===== src/rtl/noise_source_multi.sv =====
// noise_source_multi: shared LFSR noise, per-channel decaying bursts, lowpass filters and saturated mix (in: clk, reset, clk_3MHz_en, clk_12KHz_en, sound_enable, noise_en, loud_soft, rate_div; out: noise_out, mix_out)
module noise_source_multi #(
  parameter int NUM_CH = 2,
  parameter logic [4*NUM_CH-1:0] CUTOFF_SH = {4'd8, 4'd7},
  parameter logic [4*NUM_CH-1:0] DECAY_SH = {4'd2, 4'd7}
) (
  input  logic                   clk,
  input  logic                   reset,
  input  logic                   clk_3MHz_en,
  input  logic                   clk_12KHz_en,
  input  logic                   sound_enable,
  input  logic [NUM_CH-1:0]      noise_en,
  input  logic [NUM_CH-1:0]      loud_soft,
  input  logic [4*NUM_CH-1:0]    rate_div,
  output logic [16*NUM_CH-1:0]   noise_out,
  output logic [15:0]            mix_out
);
  typedef enum logic {IDLE, DECAY} state_t;
  logic [16:0] r_lfsr;
  logic        r_arm;
  logic [15:0] r_mix;
  logic [15:0] w_y [NUM_CH];
  logic [18:0] w_sum;
  always_ff @(posedge clk or posedge reset)
    if (reset) r_lfsr <= '1;
    else if (r_lfsr == '0) r_lfsr <= '1;
    else if (sound_enable && clk_12KHz_en) r_lfsr <= {r_lfsr[15:0], r_lfsr[16] ^ r_lfsr[13]};
  always_ff @(posedge clk or posedge reset)
    if (reset) r_arm <= 1'b0;
    else r_arm <= 1'b1;
  genvar i;
  generate
    for (i = 0; i < NUM_CH; i++) begin : g_ch
      localparam logic [3:0] DSH = DECAY_SH[4*i +: 4];
      localparam logic [3:0] CSH = CUTOFF_SH[4*i +: 4];
      logic [3:0]         r_div;
      logic               r_nb;
      logic               r_ne_d;
      state_t             r_st;
      state_t             w_st_nx;
      logic [15:0]        r_env;
      logic [15:0]        w_env_nx;
      logic [15:0]        r_y;
      logic [15:0]        r_out;
      logic               w_edge;
      logic [15:0]        w_dec;
      logic [15:0]        w_raw;
      logic signed [16:0] w_diff;
      logic signed [16:0] w_step;
      assign w_edge = noise_en[i] & ~r_ne_d & r_arm;
      assign w_dec = r_env >> DSH;
      assign w_raw = r_nb ? r_env : 16'h0000;
      assign w_diff = $signed({1'b0, w_raw}) - $signed({1'b0, r_y});
      assign w_step = w_diff >>> CSH;
      assign w_y[i] = r_y;
      assign noise_out[16*i +: 16] = r_out;
      always_ff @(posedge clk or posedge reset)
        if (reset) begin
          r_div <= '0;
          r_nb <= 1'b0;
        end else if (sound_enable && clk_12KHz_en) begin
          r_div <= (r_div == rate_div[4*i +: 4]) ? 4'd0 : r_div + 4'd1;
          r_nb <= (r_div == rate_div[4*i +: 4]) ? r_lfsr[i % 17] : r_nb;
        end
      always_ff @(posedge clk or posedge reset)
        if (reset) begin
          r_ne_d <= 1'b0;
          r_st <= IDLE;
          r_env <= '0;
        end else begin
          r_ne_d <= noise_en[i];
          r_st <= w_st_nx;
          r_env <= w_env_nx;
        end
      always_comb begin
        w_st_nx = r_st;
        w_env_nx = r_env;
        if (!sound_enable) begin
          w_st_nx = IDLE;
          w_env_nx = '0;
        end else if (w_edge) begin
          w_st_nx = DECAY;
          w_env_nx = loud_soft[i] ? 16'hFFFF : 16'h7FFF;
        end else if (r_st == DECAY && clk_12KHz_en) begin
          w_st_nx = (w_dec == '0) ? IDLE : DECAY;
          w_env_nx = (w_dec == '0) ? 16'h0000 : r_env - w_dec;
        end
      end
      always_ff @(posedge clk or posedge reset)
        if (reset) begin
          r_y <= '0;
          r_out <= '0;
        end else if (!sound_enable) begin
          r_y <= '0;
          r_out <= '0;
        end else begin
          r_y <= clk_3MHz_en ? 16'({1'b0, r_y} + w_step) : r_y;
          r_out <= r_y;
        end
    end
  endgenerate
  always_comb begin
    w_sum = '0;
    for (int k = 0; k < NUM_CH; k++) w_sum = w_sum + {3'b000, w_y[k]};
  end
  always_ff @(posedge clk or posedge reset)
    if (reset) r_mix <= '0;
    else if (!sound_enable) r_mix <= '0;
    else if (clk_3MHz_en) r_mix <= (|w_sum[18:16]) ? 16'hFFFF : w_sum[15:0];
  assign mix_out = r_mix;
endmodule


===== config.mk =====
export PLATFORM = sky130hd
export DESIGN_NAME = noise_source_multi
export DESIGN_NICKNAME = d
export VERILOG_FILES = /design/src/rtl/noise_source_multi.sv
export SDC_FILE = /design/constraint.sdc
export NUM_CORES = 1
export LEC_CHECK = 0
export BUFFER_PORTS_ARGS = -buffer_cell sky130_fd_sc_hd__clkbuf_2
export CORE_UTILIZATION = 60
export DETAILED_ROUTE_END_ITERATION = 10
export MAX_ROUTING_LAYER = met4
export PLACE_DENSITY_LB_ADDON = 0.1
export SETUP_SLACK_MARGIN = 0.4
export SYNTH_ARGS = -nofsm -noshare
export SYNTH_HDL_FRONTEND = slang
export SYNTH_SLANG_ARGS = --single-unit

===== constraint.sdc =====
create_clock -name clk -period 10.3 [get_ports clk]
set_input_delay 3.09 -clock clk [delete_from_list [all_inputs] [get_ports clk]]
set_output_delay 3.09 -clock clk [all_outputs]
set_load 0.03 [all_outputs]

==> run_results.csv, run 1 <==
group,metric,value,unit
layout,layout.nets,1330,
clock_tree,h-tree-depth,4,
layout,finalNonFillerCells,1432,
route,drt_iter0_drc,436,
setup_path,cp_num_buf_inv,3,
place,hpwlAfterDp,16600,µm
setup_path,timing.rr.start,"g_ch[1].r_nb",
logic_synthesis,syn_nets,1277,
route,drc_errors,0,
clock_tree,clkLatencyLatePin,0.42,ns
timing,finClkSkew,0.0103,ns
timing,timing.fmax,208,MHz
setup_path,cpPeakStageDelay,0.63,ns
logic_synthesis,synth_edf_count,0,
timing,slew_violations,0,
clock_tree,max-clock-path-buffers,2,
global_route,grt_max_degree,80,
layout,synthToLayoutAreaGrowth,10.6,%
setup_path,crit_path_cell_trace,"clkbuf_2 > buf_4 > clkinv_1 > nor2_1 > o211a_4 > a21oi_1",
power_and_ir_drop,total_power,4.02,mW
clock_tree,cts_made_buffers,17,
global_route,grt_pass1_wl,37900,µm
logic_synthesis,ys_async_sr_fraction,100,%
timing,final_hold_viol_count,0,
flow_run,drv_cap,0,
die,die_area,17400,µm²
hold_path,hold_start,"r_lfsr[6]",
logic_synthesis,syn-cell-area,10100,µm²
die,die_h,132,µm
route,dr.pass1.iters,4,
logic_synthesis,avgSynthCellArea,8.85,µm²
setup_path,crit_arrival,5.11,ns
place,placedCellCount,1400,
timing,tightest_slew,1.04,ns
timing,setup_viol,0,
timing,timing.final.crit_share,46.7,%
route,vias,8206,
global_route,grt_use_total,27.9,%
outcome,outcome,"finished, final reports clean",
setup_path,cp-end-kind,"flop",
setup_path,critPathMaxFanout,50,
setup_path,crit_end,"mix_out[5]",
logic_synthesis,yosys_warnings,0,
place,place_congestion,0.874,
die,core.rowCount,47,
layout,diodes,0,
hold_path,hold_path.class,"flop to flop",
clock_tree,cts_sinks,144,
setup_path,rr_endpoint,"g_ch[1].r_y[15]",
die,start_util,61.4,%
clock_tree,cts.clk_slew.worst_paths,0.06,ns
die,ios,65,
timing,fin_hold_ws,0.493,ns
power_and_ir_drop,ir_drop,0.196,mV
setup_path,cp_top_family,"buffers and inverters",
logic_synthesis,synth_seq_cells,144,
timing,slew_headroom,30.4,%
logic_synthesis,netlist_instances,1146,
timing,final.setup.tns,0,ns
setup_path,reg2reg_depth,19,
route,routedWlPerCell,15.8,µm
layout,drive_above_1_share,12.4,%
setup_path,cp-start-kind,"input port",
logic_synthesis,yosysSeqAreaShare,35.7,%
global_route,antenna_found_initial,0,
route,antenna_left,0,
timing,rsz0062_at_grt,"no",
setup_path,reg2reg_slack,5.70,ns
setup_path,critPathLaunch,"clk_3MHz_en",
clock_tree,cts.repair.resized,0,
power_and_ir_drop,p_per_area,358,nW/µm²
global_route,grt_overflow,0,
setup_path,worst_ep_required_time,10.59,ns
setup_path,crit_type,"input port to flop",
clock_tree,cts_hold_buf,0,
logic_synthesis,ys.flop_type,"dfrtp_1",
route,wirelength,22600,µm
global_route,grt_pass1_vias,7839,
clock_tree,post_cts.repair.setup_buffers,0,
die,core,16500,µm²
power_and_ir_drop,p_leak,5.45,nW
timing,fin_crit,4.81,ns
place,port_buffers,64,
logic_synthesis,synth.distinct_cells,71,
route,avgViaCountPerCell,5.73,
die,die_w,132,µm
clock_tree,cts_tree,"yes",
layout,fin_util,67.9,%
setup_path,cpMaxStageDelayCell,"clkinv_1",
clock_tree,cts_root_buf,"clkbuf_16",
setup_path,cp.depth,6,
## cells in the mapped netlist (12+ instances only)
master,n,area share (%)
dfrtp_1,127,31
nor2_1,112,4.1
ha_1,109,13
nand2_1,101,3.7
inv_1,90,3.3
o21ai_0,73,3.6
a21oi_1,67,3.3
xnor2_1,45,3.9
nand3_1,39,1.9
and2_1,37,2.3
clkbuf_1,31,1.1
xor2_1,27,2.3
a21o_1,26,1.9
nor3_1,25,1.2
mux2i_1,20,2.0
o21a_1,18,1.3
dfstp_2,17,4.4
nor2b_1,16,0.99
a21oi_2,12,1.0
## cells in the final DEF, fill, tap and decap left out, types with 6 or more instances in the layout
master     synthesis  final
nand2_1          101    101
nor4_1            10     10
a211oi_1           6      6
a21o_1            26     26
nand2b_1           7      7
xnor2_1           45     45
a21oi_2           12     12
nand4_1            7      7
a31oi_1           11     11
mux2i_1           20     20
nand3_1           39     39
nor2b_1           16     16
a21oi_1           67     67
o21ai_0           73     73
clkbuf_2           0     64
inv_1             90     88
clkbuf_16          0     19
nor3_1            25     25
ha_1             109    109
o21ai_1            8      8
and2_1            37     37
dfrtp_1          127    127
nor2_1           112    112
o21bai_1           9      9
dfstp_2           17     17
nand3b_1           7      7
o21a_1            18     18
xor2_1            27     27
## state kept, by name (all words and copies together), names as in the netlist
signal       flops
g_ch.r_env      32
g_ch.r_out      32
g_ch.r_y        32
r_lfsr          17
mix_out         16
g_ch.r_div       8
g_ch.r_nb        2
g_ch.r_ne_d      2
g_ch.r_st        2
r_arm            1
## how the worst min path moves through the flow
stage,to,slack [ns],depth (start not counted)
floorplan,g_ch[1].r_st,0.45,1
global placement,r_lfsr[16],0.48,2
detailed placement,r_lfsr[15],0.48,2
CTS,r_lfsr[16],0.49,2
global route,r_lfsr[9],0.51,2
finish,r_lfsr[7],0.49,2
## worst reg2reg max path, stage by stage, from the launching register on
cell       delay [ns]
dfrtp_1          0.53
and2_1           0.24
ha_1             0.27
o21ai_0          0.07
a31o_2           0.21
a21oi_1          0.27
o21a_1           0.17
nor2_1           0.05
o21bai_1         0.16
xor2_1           0.29
ha_1             0.31
a211oi_1         0.33
o21ai_1          0.15
a31oi_2          0.29
o21ai_2          0.10
a2111oi_2        0.41
o41ai_1          0.18
xnor2_1          0.17
o21ai_1          0.16
o31ai_1          0.09
## kinds of logic (layout without fill, tap and decap cells)
kind of cell | count (synthesis) | count (layout) | share of synthesized area (%)
other | 1 | 1 | 0.0370
AND/OR/NAND/NOR | 378 | 378 | 17.5
buffers and inverters | 125 | 191 | 4.75
XOR/XNOR | 72 | 72 | 6.22
adder cells (fa/ha/maj) | 114 | 114 | 14.4
flip-flops | 144 | 144 | 35.7
AO/OA/AOI/OAI | 288 | 288 | 18.9
multiplexers | 24 | 24 | 2.42
## stage by stage
stage	worst slack (ns)	area [µm²]
6_report	5.49	11200
5_1_grt	5.28	11200
4_1_cts	5.53	11200
3_5_place_dp	5.08	10600
3_3_place_gp	5.14	10600
2_1_floorplan	3.37	10100
## layer usage
layer	GRT usage [%]	share of wire (%)
met4	10.1	2.2
met1	35.3	46
met3	3.27	3.3
met2	46.2	48
met5	-	0
## final cells by class
type / instances / area (µm²)
Clock inverter: 6 / 43.8
Fill cell: 1389 / 5310
Sequential cell: 144 / 3620
Inverter: 91 / 347
Tap cell: 220 / 275
Timing Repair Buffer: 68 / 350
Clock buffer: 26 / 542
Multi-Input combinational cell: 877 / 6040
## power breakdown
| group | internal [mW] | total (mW) | switching (mW) |
|---|---|---|---|
| clock network | 0.363 | 0.603 | 0.240 |
| logic | 1.10 | 2.49 | 1.39 |
| registers | 0.744 | 0.931 | 0.187 |
Note: power is estimated with default switching activity, not from simulation.
==> inputs of run 2 (changes only) <==
==> constraint.sdc (replaced) <==
create_clock -name clk -period 4.6 [get_ports clk]
set_input_delay 1.38 -clock clk [delete_from_list [all_inputs] [get_ports clk]]
set_output_delay 1.38 -clock clk [all_outputs]
set_load 0.03 [all_outputs]
==> run 2 against run 1 <==
Net effect:
- clock skew rose by 0.0022 ns
- non-clock buffer count rose by 25
- setup slack got worse by 5.0 ns
- global-route usage rose by 1.1 points
- sequential power rose by 120%
- total power rose by 140%
- highest routed layer unchanged
==> run_results.csv, run 2 (same netlist as run 1, synthesis figures left out) <==
group,metric,value,unit
route,drt_iter0_drc,448,
hold_path,min_to,"g_ch[1].r_st",
timing,fin_crit,4.12,ns
layout,synthToLayoutAreaGrowth,15.0,%
timing,finClkSkew,0.0124,ns
clock_tree,clkLatencyLatePin,0.43,ns
power_and_ir_drop,p_per_area,825,nW/µm²
route,wirelength,24000,µm
timing,timing.fmax,243,MHz
layout,final_common_cell,"dfrtp_1",
global_route,grt_max_degree,85,
place,placed_cell_area,10700,µm²
global_route,grt_use_total,29.0,%
clock_tree,cts_root_buf,"clkbuf_16",
timing,final.setup.tns,0,ns
clock_tree,cts.clk_slew.worst_paths,0.06,ns
timing,final_hold_viol_count,0,
setup_path,critPathMaxFanout,6,
hold_path,hold_path.class,"flop to flop",
die,start_util,61.4,%
power_and_ir_drop,ir_drop,0.488,mV
route,avgViaCountPerCell,5.85,
clock_tree,cts_made_buffers,17,
hold_path,holdPathStages,1,
route,dr.pass1.iters,5,
timing,setup_viol,0,
hold_path,hold_start,"g_ch[1].r_st",
layout,layout.nets,1355,
setup_path,crit_type,"flop to flop",
setup_path,timing.rr.start,"g_ch[0].r_nb",
timing,timing.final.crit_share,89.5,%
clock_tree,cts_tree,"yes",
die,core,16500,µm²
setup_path,cp-start-kind,"flop",
route,routedWlPerCell,16.5,µm
clock_tree,h-tree-depth,4,
setup_path,cpPeakStageDelay,0.46,ns
layout,final_area,11700,µm²
place,place_congestion,0.884,
setup_path,reg2reg_slack,0.48,ns
outcome,outcome,"finished, final reports clean",
route,antenna_left,0,
layout,diodes,0,
timing,rsz0062_at_grt,"no",
setup_path,rr_endpoint,"g_ch[0].r_y[15]",
die,die_w,132,µm
layout,reg_top3,"g_ch.r_env x32, g_ch.r_out x32, g_ch.r_y x32",
die,core.rowCount,47,
global_route,grt_overflow,0,
die,die_h,132,µm
setup_path,crit_arrival,4.39,ns
clock_tree,max-clock-path-buffers,2,
place,port_buffers,64,
timing,slew_violations,0,
clock_tree,cts_sinks,144,
layout,final_cell_mix,"121 x dfrtp_1, 110 x nor2_1, 105 x ha_1, 100 x nand2_1, 86 x inv_1",
layout,drive_above_1_share,17.2,%
flow_run,drv_cap,0,
layout,fillers,1272,
power_and_ir_drop,p_leak,5.65,nW
route,vias,8518,
setup_path,reg2reg_depth,21,
die,die_area,17400,µm²
global_route,antenna_found_initial,0,
setup_path,cp-end-kind,"flop",
setup_path,cpMaxStageDelayCell,"dfrtp_2",
global_route,grt_pass1_vias,8192,
timing,tightest_slew,0.840,ns
route,drc_errors,0,
timing,slew_headroom,43.5,%
setup_path,worst_ep_required_time,4.87,ns
place,hpwlAfterDp,17000,µm
global_route,grt_pass1_wl,39200,µm
setup_path,crit_path_cell_trace,"buf_6 > and2_1 > ha_1 > o21ai_0 > a31o_2 > a21oi_4 > a21oi_4 > nor2b_1 > nor2_2 > o21ai_2 > xor2_1 > ha_1 > and2_4 > a31oi_4 > a21oi_2 > a41o_1 > o211ai_1 > buf_4 > nor4_1 > a21oi_1 > o2111ai_1",
die,ios,65,
## run 2: changes by cell type in the layout (fill, tap and decap cells not counted), moves of 4 or more
cell and delta:
a21oi_1 -6, o21ai_0 -4, buf_4 +21, clkbuf_8 -4, dfrtp_2 +6, dfrtp_1 -6
ha_1 -4
## run 2: through the flow
| stage | hold WS (ns) | utilization, % | total power [mW] | std cells | setup WS (ns) |
|---|---|---|---|---|---|
| 4_1_cts | 0.481 | 69.1 | 9.20 | 1446 | 0.398 |
| 3_3_place_gp | 0.463 | 65.0 | 7.49 | 1412 | 0.341 |
| 5_1_grt | 0.495 | 70.6 | 10.4 | 1457 | 0.283 |
| 2_1_floorplan | 0.450 | - | 6.51 | 1146 | 0.660 |
| 3_5_place_dp | 0.466 | 65.0 | 7.60 | 1412 | 0.235 |
| 6_report | 0.480 | 70.6 | 9.63 | 1457 | 0.482 |
## run 2: worst max-delay path: cells and delay by family, from the launching register on
kind / cells / cell delay (ns)
compound gates: 11 / 1.78
xor+xnor: 1 / 0.25
fa+ha+maj: 2 / 0.60
buf+inv: 2 / 0.31
flops: 1 / 0.46
simple gates: 5 / 0.56
## run 2: worst max path at each step
stage	to	from	slack (ns)
floorplan	g_ch[1].r_y[15]	g_ch[1].r_env[3]	0.66
finish	g_ch[0].r_y[15]	g_ch[0].r_nb	0.48
global placement	g_ch[0].r_y[15]	g_ch[0].r_nb	0.34
global route	g_ch[0].r_y[15]	g_ch[0].r_nb	0.28
CTS	g_ch[1].r_y[15]	g_ch[1].r_nb	0.40
detailed placement	g_ch[0].r_y[15]	g_ch[0].r_nb	0.23
## run 2: layout make-up
class                   count  area, µm²  area share, %
multi-input cells         877       6250           53.6
flip-flops and latches    144       3630           31.1
repair buffers             93        557           4.77
clock buffers              20        500           4.29
inverters                  91        345           2.96
well taps                 220        275           2.36
clock inverters            12        106          0.912
## run 2: power by group
group | switching (mW) | internal, mW
Clock | 0.604 | 0.807
Sequential | 0.397 | 1.67
Combinational | 3.38 | 2.77
## run 2: timing repair
item	4_1_cts	5_1_grt
endpoints found under the setup margin	8	10
pin swaps	1	21
setup buffers	2	11
gates resized for setup	10	44
hold buffers	0	0
## run 2: layer usage
layer	up-vias	GRT usage [%]	part of all wire, %
met2	208	47.6	49
met5	-	-	0
li1	4147	-	-
met4	0	11.5	3.0
met3	56	5.19	3.9
met1	4107	35.5	44
